[src/rtl/temp_sample_scheduler.sv]
// Round-robin scheduler sharing one temperature calculator among sensor channels.
// Optional sticky over-temperature flags are built when TEMP_ALARM_EN is defined.
module temp_sample_scheduler #(
  parameter int          NUM_CH       = 4,
  parameter int          CH_W         = 2,
  parameter int          CALC_LAT     = 2,
  parameter logic [7:0]  ALARM_THRESH = 8'd100
) (
  input  logic                clk,
  input  logic                rst_n,
  input  logic [NUM_CH-1:0]   req,
  input  logic [4*NUM_CH-1:0] sensor_in,
  output logic [NUM_CH-1:0]   gnt,
  input  logic                cfg_we,
  input  logic [CH_W-1:0]     cfg_ch,
  input  logic [4:0]          cfg_base,
  input  logic [3:0]          cfg_coef,
  output logic [4:0]          calc_base,
  output logic [3:0]          calc_coef,
  output logic [3:0]          calc_sensor,
  input  logic [7:0]          calc_temp,
  output logic                out_valid,
  output logic [CH_W-1:0]     out_ch,
  output logic [7:0]          out_temp,
  output logic                busy,
  output logic [NUM_CH-1:0]   alarm,
  input  logic [NUM_CH-1:0]   alarm_clr
);

  localparam int CNT_W = $clog2(CALC_LAT + 1);
  localparam int SW    = CH_W + 1;

  typedef enum logic {IDLE, WAIT} state_t;

  state_t state, nextState;

  logic [CNT_W-1:0]    cnt;
  logic [CH_W-1:0]     ptr;
  logic [CH_W-1:0]     curCh;
  logic [CH_W-1:0]     winner;
  logic [CH_W-1:0]     ptrNext;
  logic [CH_W-1:0]     off;
  logic [SW-1:0]       sum;
  logic [2*NUM_CH-1:0] dbl;
  logic [NUM_CH-1:0]   rot;
  logic                found;
  logic                capture;
  logic                finish;
  logic [4:0]          selBase;
  logic [3:0]          selCoef;
  logic [3:0]          selSens;

  logic [4:0] baseReg [NUM_CH];
  logic [3:0] coefReg [NUM_CH];

  // Rotate requests so the pointer sits at bit 0, then take the lowest set bit.
  always_comb begin
    dbl   = {req, req} >> ptr;
    rot   = dbl[NUM_CH-1:0];
    found = |req;
    off   = '0;
    for (int i = NUM_CH - 1; i >= 0; i--) begin
      if (rot[i]) off = CH_W'(i);
    end
    sum = {1'b0, ptr} + {1'b0, off};
    if (sum >= SW'(NUM_CH)) sum = sum - SW'(NUM_CH);
    winner  = sum[CH_W-1:0];
    ptrNext = (winner == CH_W'(NUM_CH - 1)) ? '0 : winner + CH_W'(1);
  end

  always_comb begin
    selBase = '0;
    selCoef = '0;
    selSens = '0;
    for (int k = 0; k < NUM_CH; k++) begin
      if (winner == CH_W'(k)) begin
        selBase = baseReg[k];
        selCoef = coefReg[k];
        selSens = sensor_in[4*k +: 4];
      end
    end
  end

  assign capture = (state == IDLE) && found;
  assign finish  = (state == WAIT) && (cnt == CNT_W'(1));
  assign busy    = (state == WAIT);

  always_ff @(posedge clk or negedge rst_n) begin
    if (!rst_n) state <= IDLE;
    else        state <= nextState;
  end

  always_comb begin
    nextState = state;
    unique case (state)
      IDLE: if (found)  nextState = WAIT;
      WAIT: if (finish) nextState = IDLE;
      default: nextState = IDLE;
    endcase
  end

  // Out-of-range channel indices match no register and are dropped.
  always_ff @(posedge clk or negedge rst_n) begin
    if (!rst_n) begin
      for (int k = 0; k < NUM_CH; k++) begin
        baseReg[k] <= '0;
        coefReg[k] <= '0;
      end
    end else begin
      for (int k = 0; k < NUM_CH; k++) begin
        if (cfg_we && cfg_ch == CH_W'(k)) begin
          baseReg[k] <= cfg_base;
          coefReg[k] <= cfg_coef;
        end
      end
    end
  end

  always_ff @(posedge clk or negedge rst_n) begin
    if (!rst_n) begin
      gnt         <= '0;
      calc_base   <= '0;
      calc_coef   <= '0;
      calc_sensor <= '0;
      cnt         <= '0;
      ptr         <= '0;
      curCh       <= '0;
      out_valid   <= 1'b0;
      out_ch      <= '0;
      out_temp    <= '0;
    end else begin
      gnt       <= '0;
      out_valid <= 1'b0;
      if (capture) begin
        calc_base   <= selBase;
        calc_coef   <= selCoef;
        calc_sensor <= selSens;
        gnt         <= NUM_CH'(1) << winner;
        cnt         <= CNT_W'(CALC_LAT);
        ptr         <= ptrNext;
        curCh       <= winner;
      end else if (state == WAIT) begin
        cnt <= cnt - CNT_W'(1);
      end
      if (finish) begin
        out_temp  <= calc_temp;
        out_ch    <= curCh;
        out_valid <= 1'b1;
      end
    end
  end

`ifdef TEMP_ALARM_EN
  logic [NUM_CH-1:0] setMask;

  always_comb begin
    setMask = '0;
    for (int k = 0; k < NUM_CH; k++) begin
      if (out_valid && out_temp > ALARM_THRESH && out_ch == CH_W'(k))
        setMask[k] = 1'b1;
    end
  end

  // A set on the same edge as a clear keeps the flag high.
  always_ff @(posedge clk or negedge rst_n) begin
    if (!rst_n) alarm <= '0;
    else        alarm <= (alarm & ~alarm_clr) | setMask;
  end
`else
  logic unusedAlarm;
  assign unusedAlarm = ^{alarm_clr, ALARM_THRESH};
  assign alarm       = '0;
`endif

endmodule
[config.mk]
export PLATFORM = sky130hd
export DESIGN_NAME = temp_sample_scheduler
export DESIGN_NICKNAME = d
export VERILOG_FILES = /design/src/rtl/temp_sample_scheduler.sv
export SDC_FILE = /design/constraint.sdc
export NUM_CORES = 1
export LEC_CHECK = 0
export BUFFER_PORTS_ARGS = -buffer_cell sky130_fd_sc_hd__buf_2
export CORE_UTILIZATION = 50
export CTS_CLUSTER_DIAMETER = 100
export DETAILED_ROUTE_END_ITERATION = 8
export GPL_ROUTABILITY_DRIVEN = 0
export PLACE_DENSITY_LB_ADDON = 0.15
export SETUP_SLACK_MARGIN = 0.02
export SYNTH_ARGS = -nofsm -noshare
export SYNTH_HDL_FRONTEND = slang
export SYNTH_SLANG_ARGS = --single-unit
[constraint.sdc]
create_clock -name clk -period 4.9 [get_ports clk]
set_input_delay 0.49 -clock clk [delete_from_list [all_inputs] [get_ports clk]]
set_output_delay 0.49 -clock clk [all_outputs]
set_load 0.01 [all_outputs]
==> run metrics, run 1 <==
Final nets=405; Clk pwr share=15.1%; # hold bufs at CTS=0; metal2 WL=3120 µm; dpl hpwl=4330 µm; pin count of the biggest net entering global routing=72; Synth Register Bits=71; CP Capture Type=flop; # DRC=11; Post-synth ARST share=100%; synthesized area per cell=11.9 µm²; Seq/Total Area, Yosys=51.8%; first-pass GRT wire length=11200 µm; TritonCTS clock tree=yes; dpl cells=419; Max VDD drop=0.312 mV; core area=0.00649 mm²; WL met3=231 µm; Top FF cell, synth=dfrtp_1; Area Overhead vs Synth=14.3%; combinational share of power=51.4%; final cycle utilization of the critical path=67.7%; Slew Limit Fails=0; post-route ant nets=0; most frequent cells in the layout=dfrtp_1, buf_2, mux2_2; Worst EP arrival=3570 ps; PwrDens=668 mW/mm²; Switching Power=1.02 mW; Synth cell types=39; CP top delay family=simple AND/OR/NAND/NOR gates; FILL cells=564; CTS clock-pin slew for the worst setup and hold paths=70 ps; register share of total power=33.5%; Metal-1 WL=3110 µm; internal power=1.59 mW; CP Class=flop to flop; DR vias/cell=5.41; clock sinks=71; Mapped Cells=289; fraction of layout cells with a size suffix above 1=38.9%; clock skew=7.19 ps; DR vias=2347; vias in the first global route=2316; CTS Buf Count=9; later-pin clock latency in the skew report=340 ps; Slew HR=25.6%; Initial Utilization=52.8%; ANT cells=0; initial antenna violation count=0; worst path cell trace=or4_1, nand3_1, ha_1, xor2_1, and3_2, or2_1, ha_1, a221oi_1, o31a_1, o21ai_1; CTS root buf=clkbuf_8; Max stage delay on crit path=780 ps; top sig layer=met4; Tightest Pin Transition=1120 ps; post-CTS setup buffers=0; EDFF count, synth=0; final cell count without fillers=434; WL final=6620 µm; I/O pin count=79; Hold Slack=336 ps; Design Area, Final=0.00392 mm²; num rows=29; H-tree Lvls=3; # resized after CTS=0; synthesized cell area=0.00343 mm²; commonest non-fill, non-tap cell in the layout=dfrtp_1; Max Buffers Root-to-Sink=2; critical-path maximum fanout=27; DR iter-0 viols=110; Pre-antenna DRT Iters=9; Cell Area, Placed=0.00376 mm²; Max Cap Viol=0; Hold Violations, Final=0; FMAX=301 MHz; GRT Util Overall=20.9%; crit path max-delay cell type=ha_1; Switching Fraction=39.1%; Setup-failing EPs final=0; die width=84.8 µm; total gr overflow=0; yosys warns=0; Setup TNS=0 ps; port bufs=70; Worst EP required=5150 ps; Final min period=3320 ps; status=finished with violations; CP Buf/Inv Count=0; die height=84.8 µm; Leak Pwr=1.81 nW; wire length per cell=15.2 µm; failing checks=design-rule violations; startpoint types=flop; critical path's most frequent cell=ha_1; Worst Hold Class=input pin to async pin; RSZ-0062 raised after global routing=false; full die area=0.00719 mm²
## Yosys cell counts (2+ instances only)
cell type | count | area, µm²
a221oi_1 | 13 | 114
and2_1 | 4 | 25.0
buf_2 | 3 | 15.0
buf_4 | 7 | 52.6
buf_6 | 4 | 45.0
clkbuf_1 | 7 | 26.3
dfrtp_1 | 71 | 1780
ha_1 | 6 | 75.1
inv_1 | 4 | 15.0
mux2_2 | 48 | 541
nand2_1 | 31 | 116
nand2b_1 | 2 | 12.5
nand3_1 | 2 | 10.0
nand3b_1 | 3 | 22.5
nor2_1 | 5 | 18.8
nor2b_1 | 26 | 163
nor3_1 | 2 | 10.0
o21ai_1 | 15 | 75.1
o31a_1 | 14 | 123
or2_1 | 3 | 18.8
## area by class of cell
| cell class | instances | area (µm²) | area share [%] |
|---|---|---|---|
| Clock inverter | 1 | 5.00 | 0.128 |
| Sequential cell | 71 | 1780 | 45.3 |
| Clock buffer | 14 | 153 | 3.89 |
| Tap cell | 77 | 96.3 | 2.46 |
| Timing Repair Buffer | 72 | 365 | 9.32 |
| Inverter | 4 | 15.0 | 0.383 |
| Multi-Input combinational cell | 195 | 1510 | 38.5 |
## through the flow
stage               setup slack, ps  util (%)  power, mW
finish                         1580      60.4       2.62
global placement               1490      57.9       2.21
detailed placement             1450      57.9       2.25
floorplan                      1960         -       1.94
global route                   1250      60.4       2.86
CTS                            1580      60.4       2.66
## cell families after synthesis
kind of cell / after synthesis / synth area share, %
DFF: 71 / 51.8
other: 1 / 0.109
adders and majority gates: 6 / 2.19
buffers and inverters: 26 / 4.63
and+or+nand+nor: 85 / 13.7
muxes: 49 / 16.2
xor gates and xnor gates: 1 / 0.255
AOI/OAI and AO/OA: 50 / 11.1
## power by group through the flow
stage	combinational (mW)	sequential (mW)	clock (mW)
6_report	1.35	0.876	0.395
3_3_place_gp	1.33	0.878	0
4_1_cts	1.37	0.878	0.410
2_1_floorplan	1.02	0.913	0
5_1_grt	1.53	0.904	0.431
3_5_place_dp	1.36	0.889	0
## state kept, by name, indices dropped and copies added (netlist names)
name,flops
baseReg,20
busy,1
calc_base,5
calc_coef,4
calc_sensor,4
cnt,2
coefReg,16
curCh,2
gnt,4
out_ch,2
out_temp,8
out_valid,1
ptr,2
## routing by layer
layer | vias to the layer above | track usage (%)
met4 | 0 | 11.6
met1 | 1128 | 26.8
li1 | 1145 | -
met2 | 62 | 34.0
met5 | - | 0
met3 | 12 | 3.60
## path summary, 6_finish.rpt
kind / start / to / slack, ps / cells after the start
hold / removal: rst_n / out_temp[3] / 340 / 2
setup reg to reg: ptr[0] / calc_coef[2] / 1580 / 10
max in group asynchronous: rst_n / gnt[2] / 3970 / 2
setup / recovery: ptr[0] / calc_coef[2] / 1580 / 10
hold reg to reg: calc_coef[3] / calc_coef[3] / 480 / 2
min in group clk: calc_temp[2] / out_temp[2] / 370 / 2
No activity file was read; power rests on OpenSTA's default activity.
==> run 2: changes to the inputs <==
- ABC_AREA: not set -> 1
- CORE_UTILIZATION: 50 -> 48
- clock period: 4.9 -> 2.8 ns (I/O delays scaled with it)
==> run 2 against run 1 <==
  * Combinational power increased by 74%
  * Synthesized cell count increased by 29%
  * The flow still finishes with violations (design-rule violations)
  * Core utilization about the same
  * First-iteration DRC count increased by 33%
  * Sequential share of layout area increased by 0.56 points
  * Wire length increased by 4.3%
  * Critical endpoint is now calc_base[3]
  * Global-route usage increased by 1.3 points
==> run metrics, run 2 <==
Overall Power=4.76 mW; DR vias/cell=5.14; post-route ant nets=0; Worst EP arrival=2760 ps; CP Buf/Inv Count=4; startpoint types=flop; Hold Slack=18.1 ps; dominant cells by area after synthesis=dfrtp_1, nand2_1, nand3_1, o21ai_0, o211ai_1; status=finished with violations; commonest non-fill, non-tap cell in the layout=nand2_1; pin count of the biggest net entering global routing=37; max FFs per register=20; port bufs=70; top-count cell post-synth=nand2_1; I/O pin count=79; Tightest Pin Transition=819 ps; CTS Buf Count=9; synthesized area per cell=8.61 µm²; full die area=0.00704 mm²; Post-synth ARST share=100%; DR iter-0 viols=146; # DRC=18; failing checks=design-rule violations; wire length per cell=13.0 µm; first-pass GRT wire length=12300 µm; vias in the first global route=2693; critical path's most frequent cell=nand3_1; top post-synthesis cells by count=nand2_1, dfrtp_1, nand3_1; num rows=29; Reg area=0.00178 mm²; core area=0.00642 mm²; Synth cell types=22; RSZ-0062 raised after global routing=false; FMAX=397 MHz; CP Capture Type=flop; GRT Util Overall=22.2%; TritonCTS clock tree=yes; synthesized cell area=0.00322 mm²; dpl hpwl=4500 µm; Seq/Total Area, Yosys=55.2%; critical-path maximum fanout=7; Slew HR=45.4%; yosys warns=0; CP Class=flop to flop; fraction of layout cells with a size suffix above 1=24.3%; Most flops, register=baseReg; Worst EP required=3030 ps; FILL cells=620; Mapped Cells=374; clock skew=6.91 ps; die height=83.9 µm; Setup TNS=0 ps; Final min period=2520 ps; die width=83.9 µm; R2R depth=17; Slew Limit Fails=0; CP top delay family=simple AND/OR/NAND/NOR gates; cell taking the most area after synthesis=dfrtp_1; H-tree Lvls=3; most frequent cells in the layout=nand2_1, dfrtp_1, buf_2; Area Overhead vs Synth=20.4%; top cell type's share of synthesized area=55.2%; clock sinks=71; DR vias=2717; initial antenna violation count=0; Leak Pwr=2.05 nW; crit path max-delay cell type=dfrtp_1; ANT cells=0; Worst Hold Class=input pin to async pin; Max Cap Viol=0; PwrDens=1230 mW/mm²; Setup-failing EPs final=0; Max stage delay on crit path=460 ps; worst path cell trace=inv_2, nand3_1, nand2_1, nand3_1, a21boi_1, ha_1, xor2_1, inv_1, nand3_1, nand2_2, inv_1, ha_4, clkinvlp_4, nand3_1, nand3_1, o211ai_1, nand3_1; Max VDD drop=0.551 mV; Top FF cell, synth=dfrtp_1; Final nets=499; Pre-antenna DRT Iters=6; Synth Register Bits=71; later-pin clock latency in the skew report=350 ps; total gr overflow=0; Hold Violations, Final=0; Multi-input gate area=0.00126 mm²; EDFF count, synth=0; biggest regs=baseReg x20, coefReg x16, out_temp x8; CTS clock-pin slew for the worst setup and hold paths=80 ps; Max Buffers Root-to-Sink=2; WP depth=17; final cycle utilization of the critical path=90.0%; WL final=6900 µm; Initial Utilization=50.1%; CTS root buf=clkbuf_8
run 2: per-layer routing:
layer | wire, µm | track usage (%) | part of all wire [%]
met4 | 176 | 11.8 | 2.5
met5 | 0 | 0 | 0
met1 | 3220 | 28.9 | 47
met3 | 293 | 3.86 | 4.2
met2 | 3210 | 35.6 | 47
run 2: logic make-up after synthesis:
| group | after synthesis | synth area share (%) |
|---|---|---|
| xor gates and xnor gates | 1 | 0.272 |
| DFF | 71 | 55.2 |
| other | 1 | 0.116 |
| buffers and inverters | 44 | 6.45 |
| and+or+nand+nor | 195 | 25.9 |
| adders and majority gates | 6 | 2.33 |
| AOI/OAI and AO/OA | 56 | 9.79 |
run 2: layout make-up:
type | instances | area share, %
sequential | 71 | 45.9
clock inverter | 7 | 2.45
multi-input combinational | 262 | 32.6
clock buffer | 9 | 3.20
timing repair buffer | 77 | 10.7
inverter | 25 | 2.52
tap | 77 | 2.49
timing repair inverter | 1 | 0.194
run 2: repair_timing:
| item | in CTS | in global routing |
|---|---|---|
| setup endpoints to repair | 0 | 13 |
| setup buffers | 0 | 1 |
| gates resized for setup | 0 | 7 |
| hold buffers | 0 | 0 |
run 2: stage by stage:
| stage | area (µm²) | util (%) | setup slack [ps] | std cells |
|---|---|---|---|---|
| floorplan | 3230 | - | 385 | 377 |
| global placement | 3620 | 56.4 | 161 | 511 |
| detailed placement | 3620 | 56.4 | 127 | 511 |
| CTS | 3840 | 59.8 | 89.4 | 527 |
| global route | 3880 | 60.4 | 15.3 | 529 |
| finish | 3880 | 60.4 | 279 | 529 |
run 2: path summary, 6_finish.rpt:
path	slack, ps	endpoint	startpoint
max	280	calc_base[3]	ptr[1]
max reg2reg	280	calc_base[3]	ptr[1]
min	20	calc_sensor[0]	rst_n
max in group asynchronous	2120	ptr[0]	rst_n
min in group clk	110	out_temp[4]	calc_temp[4]
min reg2reg	480	out_ch[1]	out_ch[1]
run 2: report_power, final:
group	total [mW]	switching (mW)	internal [mW]	leakage [nW]
combinational	2.35	1.47	0.880	1.06
clock	0.907	0.404	0.503	0.110
sequential	1.50	0.160	1.34	0.889
==> run 3: changes to the inputs <==
- REMOVE_ABC_BUFFERS: not set -> 1
==> run 3 against run 2 <==
  * The flow still finishes with violations (design-rule violations)
  * Combinational power about the same
  * Via count up 0.63%
  * First-iteration DRC count up 15%
  * Non-clock buffer count down 1
  * Cell area down 1.4%
  * Setup slack worse by 41 ps
  * Final cell count down 0.38%
  * Clock power down 18%
  * Largest cell class unchanged
==> run metrics, run 3 (synthesis results as in run 2) <==
critical-path maximum fanout=14; biggest regs=baseReg x20, coefReg x16, out_temp x8; Tightest Pin Transition=807 ps; clock skew=5.54 ps; total gr overflow=0; Max Buffers Root-to-Sink=2; # DRC=18; Setup TNS=0 ps; TritonCTS clock tree=yes; DR vias=2734; die width=83.9 µm; GRT Util Overall=22.7%; Slew HR=46.2%; Overall Power=4.57 mW; CP Capture Type=flop; port bufs=70; CP Buf/Inv Count=5; most frequent cells in the layout=nand2_1, buf_2, dfrtp_1; num rows=29; register share of total power=32.8%; Worst Setup Slack, final=238 ps; die height=83.9 µm; pin count of the biggest net entering global routing=38; DR vias/cell=5.19; clock sinks=71; Area Overhead vs Synth=18.7%; Max VDD drop=0.496 mV; Leak Pwr=2.03 nW; FMAX=390 MHz; Initial Utilization=50.1%; Slew Limit Fails=0; vias in the first global route=2633; pre-CTS setup slack=118 ps; PwrDens=1200 mW/mm²; Switching Power=2.00 mW; Pre-antenna DRT Iters=6; max FFs per register=20; WL final=7130 µm; status=finished with violations; failing checks=design-rule violations; final cell count without fillers=527; Final min period=2560 ps; Max Cap Viol=0; fraction of layout cells with a size suffix above 1=23.8%; H-tree Lvls=3; CTS clock-pin slew for the worst setup and hold paths=70 ps; Clk pwr share=16.3%; critical path's most frequent cell=nand3_1; Setup-failing EPs final=0; ANT cells=0; final cycle utilization of the critical path=91.5%; later-pin clock latency in the skew report=350 ps; DR iter-0 viols=168; Hold Violations, Final=0; CTS Buf Count=9; combinational share of power=50.9%; I/O pin count=79; core area=0.00642 mm²; dpl cells=510; worst path cell trace=inv_2, nand2_1, nand3_1, nand2_1, a21boi_2, ha_1, xor2_1, inv_1, nand3_1, nand2_2, inv_1, ha_2, clkinvlp_4, buf_12, nand3_1, nand3_1, o211ai_1, nand3_1; initial antenna violation count=0; commonest non-fill, non-tap cell in the layout=nand2_1; Switching Fraction=43.8%; first-pass GRT wire length=12300 µm; Most flops, register=baseReg; wire length per cell=13.5 µm; internal power=2.57 mW; Worst EP arrival=2790 ps; CTS root buf=clkbuf_8; Max stage delay on crit path=450 ps; CP Class=flop to flop; RSZ-0062 raised after global routing=false; Hold Slack=12.4 ps; Final nets=497; CP top delay family=simple AND/OR/NAND/NOR gates; Worst Hold Class=input pin to async pin; post-route ant nets=0; Worst EP required=3030 ps; crit path max-delay cell type=dfrtp_2; startpoint types=flop; full die area=0.00704 mm²; dpl hpwl=4690 µm
run 3: stage by stage:
| stage | instance area (µm²) | util [%] |
|---|---|---|
| 2_1_floorplan | 3120 | - |
| 3_3_place_gp | 3610 | 56.3 |
| 3_5_place_dp | 3610 | 56.3 |
| 4_1_cts | 3790 | 59.0 |
| 5_1_grt | 3820 | 59.5 |
| 6_report | 3820 | 59.5 |
run 3: cell type report:
cell class,instances,area (µm²)
fill,595,2600
clock inverter,3,17.5
multi-input combinational,262,1250
tap,77,96.3
inverter,25,97.6
timing repair buffer,76,420
sequential,71,1780
clock buffer,13,159
run 3: worst reg2reg max path, stage by stage (launching register included):
cell	delay [ps]
dfrtp_2	450
inv_2	100
nand2_1	80
nand3_1	90
nand2_1	100
a21boi_2	140
ha_1	160
xor2_1	180
inv_1	50
nand3_1	90
nand2_2	90
inv_1	90
ha_2	210
clkinvlp_4	100
buf_12	150
nand3_1	70
nand3_1	70
o211ai_1	100
nand3_1	100
run 3: what timing repair did:
action | CTS | global route
endpoints found under the hold margin | 0 | 0
buffers inserted | 0 | 1
endpoints found under the setup margin | 0 | 13
resized for setup | 0 | 6
hold buffers | 0 | 0
run 3: path summary, 6_finish.rpt:
check	cells after the start	slack (ps)	end	startpoint
min in group clk	3	130	out_temp[0]	calc_temp[0]
max in group asynchronous	2	2130	calc_base[1]	rst_n
worst max register to register	18	240	calc_base[2]	ptr[0]
worst min register to register	2	480	out_temp[2]	out_temp[2]
worst min-delay path	1	10	cnt[0]	rst_n
worst max-delay path	18	240	calc_base[2]	ptr[0]
run 3: power by group through the flow:
stage	clock (mW)	sequential, mW	combinational, mW
after CTS	0.755	1.50	2.22
after global routing	0.809	1.54	2.62
after detailed placement	0	1.52	2.21
final	0.745	1.50	2.33
after floorplan	0	1.59	1.35
after global placement	0	1.50	2.16
run 3: metal layers:
layer	track usage [%]	up-vias	routed length, µm	share of wire, %
met2	37.3	83	3290	46
met5	0	-	0	0
li1	-	1357	-	-
met1	29.2	1284	3330	47
met4	10.8	0	151	2.1
met3	3.86	10	361	5.1
